**config.mk**
```make
export PLATFORM = sky130hd
export DESIGN_NAME = exe_muldiv
export DESIGN_NICKNAME = d
export VERILOG_FILES = /design/src/rtl/exe_muldiv.sv
export SDC_FILE = /design/constraint.sdc
export NUM_CORES = 1
export LEC_CHECK = 0
export CORE_MARGIN = 2
export CORE_UTILIZATION = 50
export DETAILED_ROUTE_END_ITERATION = 7
export PLACE_DENSITY = 0.73
export REMOVE_ABC_BUFFERS = 1
export SYNTH_ARGS = -nofsm -noshare
export SYNTH_HDL_FRONTEND = slang
export SYNTH_SLANG_ARGS = --single-unit
export TNS_END_PERCENT = 10
```
**constraint.sdc**
```tcl
create_clock -name clk -period 9 [get_ports clk]
set_input_delay 0.9 -clock clk [delete_from_list [all_inputs] [get_ports clk]]
set_output_delay 0.9 -clock clk [all_outputs]
set_load 0.03 [all_outputs]
```
**src/rtl/exe_muldiv.sv**
```systemverilog
// Iterative multiply/divide unit for the EXE stage.
// MULT/MULTU use radix-2 shift-add (LSB first), DIV/DIVU use restoring
// division (MSB first). Both run WORD_LEN iterations on magnitudes, then a
// single SIGN cycle applies the two's-complement fix and writes HI/LO.
//
// Handshake: a command is accepted on an edge where the unit is IDLE, start
// is high and flush is low. The producer must hold start/op/a/b until then;
// stall (= busy | start) freezes the upstream pipeline so this happens for
// free. done pulses for one cycle after HI/LO change, and stall is already
// low in that cycle.
module exe_muldiv #(
  parameter int WORD_LEN = 32
) (
  input  logic                clk,
  input  logic                rst,
  input  logic                start,
  input  logic [1:0]          op,
  input  logic [WORD_LEN-1:0] a,
  input  logic [WORD_LEN-1:0] b,
  input  logic                flush,
  output logic                busy,
  output logic                stall,
  output logic                done,
  output logic                div_zero,
  output logic [WORD_LEN-1:0] hi,
  output logic [WORD_LEN-1:0] lo,
  output logic [1:0]          state_dbg
);

  localparam int W     = WORD_LEN;
  localparam int CNT_W = $clog2(WORD_LEN);
  localparam logic [CNT_W-1:0] CNT_LAST = CNT_W'(WORD_LEN - 1);

  typedef enum logic [1:0] {
    IDLE = 2'd0,
    CALC = 2'd1,
    SIGN = 2'd2
  } state_t;

  state_t           state_q, state_d;
  logic [CNT_W-1:0] cnt_q;
  logic             is_div_q;    // latched op[1]
  logic             neg_q;       // product/quotient is negative
  logic             rem_neg_q;   // remainder takes the dividend's sign
  logic [W-1:0]     opnd_q;      // multiplicand (mul) or divisor (div), magnitude
  // Shared accumulator. Multiply: [2W-1:0] is {partial product, multiplier}.
  // Divide: [2W:W] is the partial remainder, [W-1:0] the dividend/quotient.
  logic [2*W:0]     acc_q;

  logic             accept;
  logic             in_signed;
  logic [W-1:0]     a_mag, b_mag;
  logic [W:0]       mul_sum;
  logic [W:0]       div_shift;
  logic [W:0]       div_diff;
  logic             div_ge;
  logic [2*W:0]     acc_step;
  logic [2*W-1:0]   prod_fix;
  logic [W-1:0]     quo_fix;
  logic [W-1:0]     rem_fix;
  logic             divisor_zero;
  logic             unused_acc_top;

  assign accept    = (state_q == IDLE) && start && !flush;
  assign in_signed = ~op[0];
  assign busy      = (state_q != IDLE);
  assign stall     = busy | start;
  assign state_dbg = state_q;

  // The remainder never reaches WORD_LEN+1 significant bits, so its top bit
  // is carried only to keep the register at its natural width.
  assign unused_acc_top = acc_q[2*W];

  // Operand magnitudes for signed ops; raw values for unsigned ops.
  always_comb begin
    a_mag = a;
    b_mag = b;
    if (in_signed && a[W-1]) a_mag = -a;
    if (in_signed && b[W-1]) b_mag = -b;
  end

  // One iteration of shift-add multiply or restoring divide.
  always_comb begin
    mul_sum   = {1'b0, acc_q[2*W-1:W]} + {1'b0, (acc_q[0] ? opnd_q : {W{1'b0}})};
    div_shift = {acc_q[2*W-1:W], acc_q[W-1]};
    div_diff  = div_shift - {1'b0, opnd_q};
    div_ge    = (div_shift >= {1'b0, opnd_q});
    if (is_div_q)
      acc_step = {(div_ge ? div_diff : div_shift), acc_q[W-2:0], div_ge};
    else
      acc_step = {1'b0, mul_sum, acc_q[W-1:1]};
  end

  // Sign correction applied in the SIGN cycle. A zero divisor yields a
  // remainder equal to |a|; with the dividend's sign restored that is a.
  always_comb begin
    prod_fix     = neg_q ? -acc_q[2*W-1:0] : acc_q[2*W-1:0];
    quo_fix      = neg_q ? -acc_q[W-1:0] : acc_q[W-1:0];
    rem_fix      = rem_neg_q ? -acc_q[2*W-1:W] : acc_q[2*W-1:W];
    divisor_zero = (opnd_q == {W{1'b0}});
  end

  // Next-state logic: flush aborts CALC/SIGN and blocks acceptance in IDLE.
  always_comb begin
    state_d = state_q;
    case (state_q)
      IDLE: if (accept) state_d = CALC;
      CALC: begin
        if (flush)                 state_d = IDLE;
        else if (cnt_q == CNT_LAST) state_d = SIGN;
      end
      SIGN:    state_d = IDLE;
      default: state_d = IDLE;
    endcase
  end

  // State register.
  always_ff @(posedge clk or negedge rst) begin
    if (!rst) state_q <= IDLE;
    else      state_q <= state_d;
  end

  // Datapath, counter and architectural HI/LO.
  always_ff @(posedge clk or negedge rst) begin
    if (!rst) begin
      cnt_q     <= '0;
      is_div_q  <= 1'b0;
      neg_q     <= 1'b0;
      rem_neg_q <= 1'b0;
      opnd_q    <= '0;
      acc_q     <= '0;
      hi        <= '0;
      lo        <= '0;
      done      <= 1'b0;
      div_zero  <= 1'b0;
    end else begin
      done <= 1'b0;
      case (state_q)
        IDLE: begin
          if (accept) begin
            is_div_q  <= op[1];
            neg_q     <= in_signed & (a[W-1] ^ b[W-1]);
            rem_neg_q <= in_signed & a[W-1];
            cnt_q     <= '0;
            div_zero  <= 1'b0;
            if (op[1]) begin
              opnd_q <= b_mag;
              acc_q  <= {{(W+1){1'b0}}, a_mag};
            end else begin
              opnd_q <= a_mag;
              acc_q  <= {{(W+1){1'b0}}, b_mag};
            end
          end
        end
        CALC: begin
          if (!flush) begin
            acc_q <= acc_step;
            cnt_q <= cnt_q + 1'b1;
          end
        end
        SIGN: begin
          if (!flush) begin
            done <= 1'b1;
            if (is_div_q) begin
              hi       <= rem_fix;
              lo       <= divisor_zero ? {W{1'b1}} : quo_fix;
              div_zero <= divisor_zero;
            end else begin
              hi <= prod_fix[2*W-1:W];
              lo <= prod_fix[W-1:0];
            end
          end
        end
        default: ;
      endcase
    end
  end

endmodule

```
==> reports/qor.yml <==
cts-htree-levels: 4
path_cells: "ha_1 > nand2_1 > nor3_1 > nand3_1 > nand2_1 > a2bb2oi_1 > nand2_1 > buf_4 > nor2_1 > a2111oi_0 > a221o_1"
yosysSeqAreaShare: 0.292
slew_headroom: 0.263
tns_ps: 0
cp-startpoint: "acc_q[59]"
path_class: "flip-flop to flip-flop"
fin_area_mm2: 0.0170
yosys-top-cells-area: "dfrtp_1 29%, o21ai_0 7.0%, a21oi_1 6.0%"
regArea_mm2: 0.00431
path_clk_slew_ps: 80
synth-edff-count: 0
cts_buffers: 17
r2r_slack_ps: 5030
synth_commonest_cells: "230 x nand2_1, 205 x nor2_1, 205 x o21ai_0, 177 x a21oi_1, 172 x dfrtp_1"
synth.most_common_cell: "nand2_1"
arrival_ps: 4310
synthToLayoutAreaGrowth_pct: 14.9
yosysTopAreaCell: "dfrtp_1"
clkLatencyLatePin_ps: 460
multiInputGateArea_mm2: 0.00979
leakage_nw: 7.37
die_width_um: 176
critPathBufInv: 1
n_fill_cell: 2694
start_kind: "flip-flop"
synthCells: 1915
nets: 2123
powerDensity_mw_per_mm2: 304
fin_skew_ps: 16.1
postCtsHoldBufs: 0
drtIter0Drc: 1268
num_vias: 14800
hp-start: "lo[6]"
start_util: 0.512
root_buffer: "clkbuf_16"
rr_endpoint: "acc_q[61]"
worstPathMaxFanout: 41
cts.sinks: 172
synthArstFlopShare: 1.00
grt_overflow: 0
cp_top_family: "simple AND/OR/NAND/NOR gates"
synth.avg_cell_area_um2: 7.71
cp.required_ps: 9340
cts_tree: "yes"
wire_per_inst_um: 20.6
cts_resized: 0
ios: 140
ys_ff_latch: 172
drc: 0
cts_setup_buffers: 0
antenna_found_initial: 1
hold_viol: 0
mappedNetlistArea_mm2: 0.0148
grt_start_max_net_pins: 103
wl_mm: 49.0
finalCritPeriodShare: 0.441
max_stage_delay_ps: 570
finalSetupViolCount: 0
status: "finished clean"
final_max_slew_viol_count: 0
hpwl_mm: 37.1
first_global_vias: 14100
max_freq_ghz: 0.252
irDropWorstVdd_mv: 0.154
rows: 62
die_h_um: 176
synth_top_cell_area_share: 0.292
cap_violations: 0
dr.pass1.iters: 6
grt_pass1_wl_mm: 77.9
yosysWarnings: 0
ys_types: 75
rsz0062_at_grt: "no"
end_kind: "flip-flop"
placed_area_mm2: 0.0164
vias_per_cell: 6.23
synth_ff_type: "dfrtp_1"
hold_end: "lo[6]"
worst_path_max_delay_cell: "dfrtp_1"
port_buffers: 139
drive_gt1_frac: 0.0491
clockBufferDepth: 2
worstRegToRegCells: 11
layout_min_cycle_time_ps: 3970
min_path_cells: 2
gp_congestion: 0.981
worst_slew_pin_slew_ps: 1110
postRouteAntennaNets: 0
hp-class: "flip-flop to flip-flop"
crit_top_cell: "nand2_1"
rr_startpoint: "acc_q[59]"
die_area_mm2: 0.0309
track_usage: 0.320
core-area_mm2: 0.0289
==> logic make-up (layout without fill, tap and decap cells) <==
| family | count (synthesis) | count (layout) | share of synthesized area |
|---|---|---|---|
| multiplexers | 63 | 63 | 0.0433 |
| AND/OR/NAND/NOR | 648 | 648 | 0.204 |
| buffers and inverters | 179 | 258 | 0.0462 |
| adder cells (fa/ha/maj) | 72 | 72 | 0.0620 |
| flip-flops | 172 | 172 | 0.292 |
| XOR/XNOR | 164 | 164 | 0.0973 |
| other | 0 | 1 | 0 |
| AO/OA/AOI/OAI | 617 | 617 | 0.256 |
==> registers in the layout (all words and copies together) (netlist names) <==
name       count
neg_q          1
acc_q         64
done           1
div_zero       1
hi            32
rem_neg_q      1
lo            32
cnt_q          5
opnd_q        32
state_dbg      2
is_div_q       1
==> worst min-delay path, cell delays in order, from the launching register on <==
cell and delay, ps:
dfrtp_1 350, nand2_1 50, nand2_1 50
==> layout make-up <==
type	instances	area share
flip-flops and latches	172	0.254
clock buffers	18	0.0259
clock inverters	14	0.00849
diodes	1	0.000148
well taps	384	0.0283
repair buffers	161	0.0916
multi-input cells	1564	0.577
inverters	65	0.0144
==> layout by cell type, fill, tap and decap left out, types with 13 or more instances in the layout <==
cell type,n
xnor2_1,94
nor4_1,22
o21ai_0,205
a211oi_1,19
a21o_1,35
a22oi_1,13
buf_4,22
nand3_1,28
o31ai_1,27
nand2b_1,13
or3_1,13
and3_1,13
inv_1,65
xor2_1,70
dfrtp_1,171
clkdlybuf4s50_1,137
mux2i_1,56
nor2_1,204
o21a_1,15
nor3_1,33
nand2_1,229
clkbuf_16,17
ha_1,70
nand4_1,23
a21oi_1,177
nor2b_1,14
a31oi_1,22
==> routing by layer <==
layer | share of wire | global-route usage | routed length, um | vias up
li1 | - | - | - | 6996
met1 | 0.44 | 0.443 | 21400 | 7029
met2 | 0.46 | 0.515 | 22400 | 702
met3 | 0.078 | 0.0424 | 3820 | 101
met4 | 0.029 | 0.109 | 1410 | 0
met5 | 0 | 0 | 0 | -
==> worst max-delay path by stage <==
stage,endpoint,slack (ps),cells after the start
finish,acc_q[61],5030,11
floorplan,lo[29],4780,6
global route,acc_q[61],4770,11
global placement,opnd_q[28],4790,12
detailed placement,opnd_q[28],4740,12
CTS,acc_q[61],5090,11
==> power breakdown <==
| part | switching, W | internal [W] | total (W) |
|---|---|---|---|
| clock | 0.000391 | 0.000378 | 0.000769 |
| sequential | 0.000385 | 0.000935 | 0.00132 |
| combinational | 0.00185 | 0.00121 | 0.00306 |
==> metrics by stage <==
stage                     power, W  utilization  cells  setup WS [ps]  hold WS [ps]
after global routing       0.00552        0.587   2378           4770           493
final                      0.00515        0.588   2379           5030           472
after global placement     0.00425        0.567   2346           4790           452
after floorplan            0.00343            -   1801           4780           450
after detailed placement   0.00430        0.567   2346           4740           459
after CTS                  0.00508        0.587   2378           5090           477
Note: power is estimated with default switching activity, not from simulation.
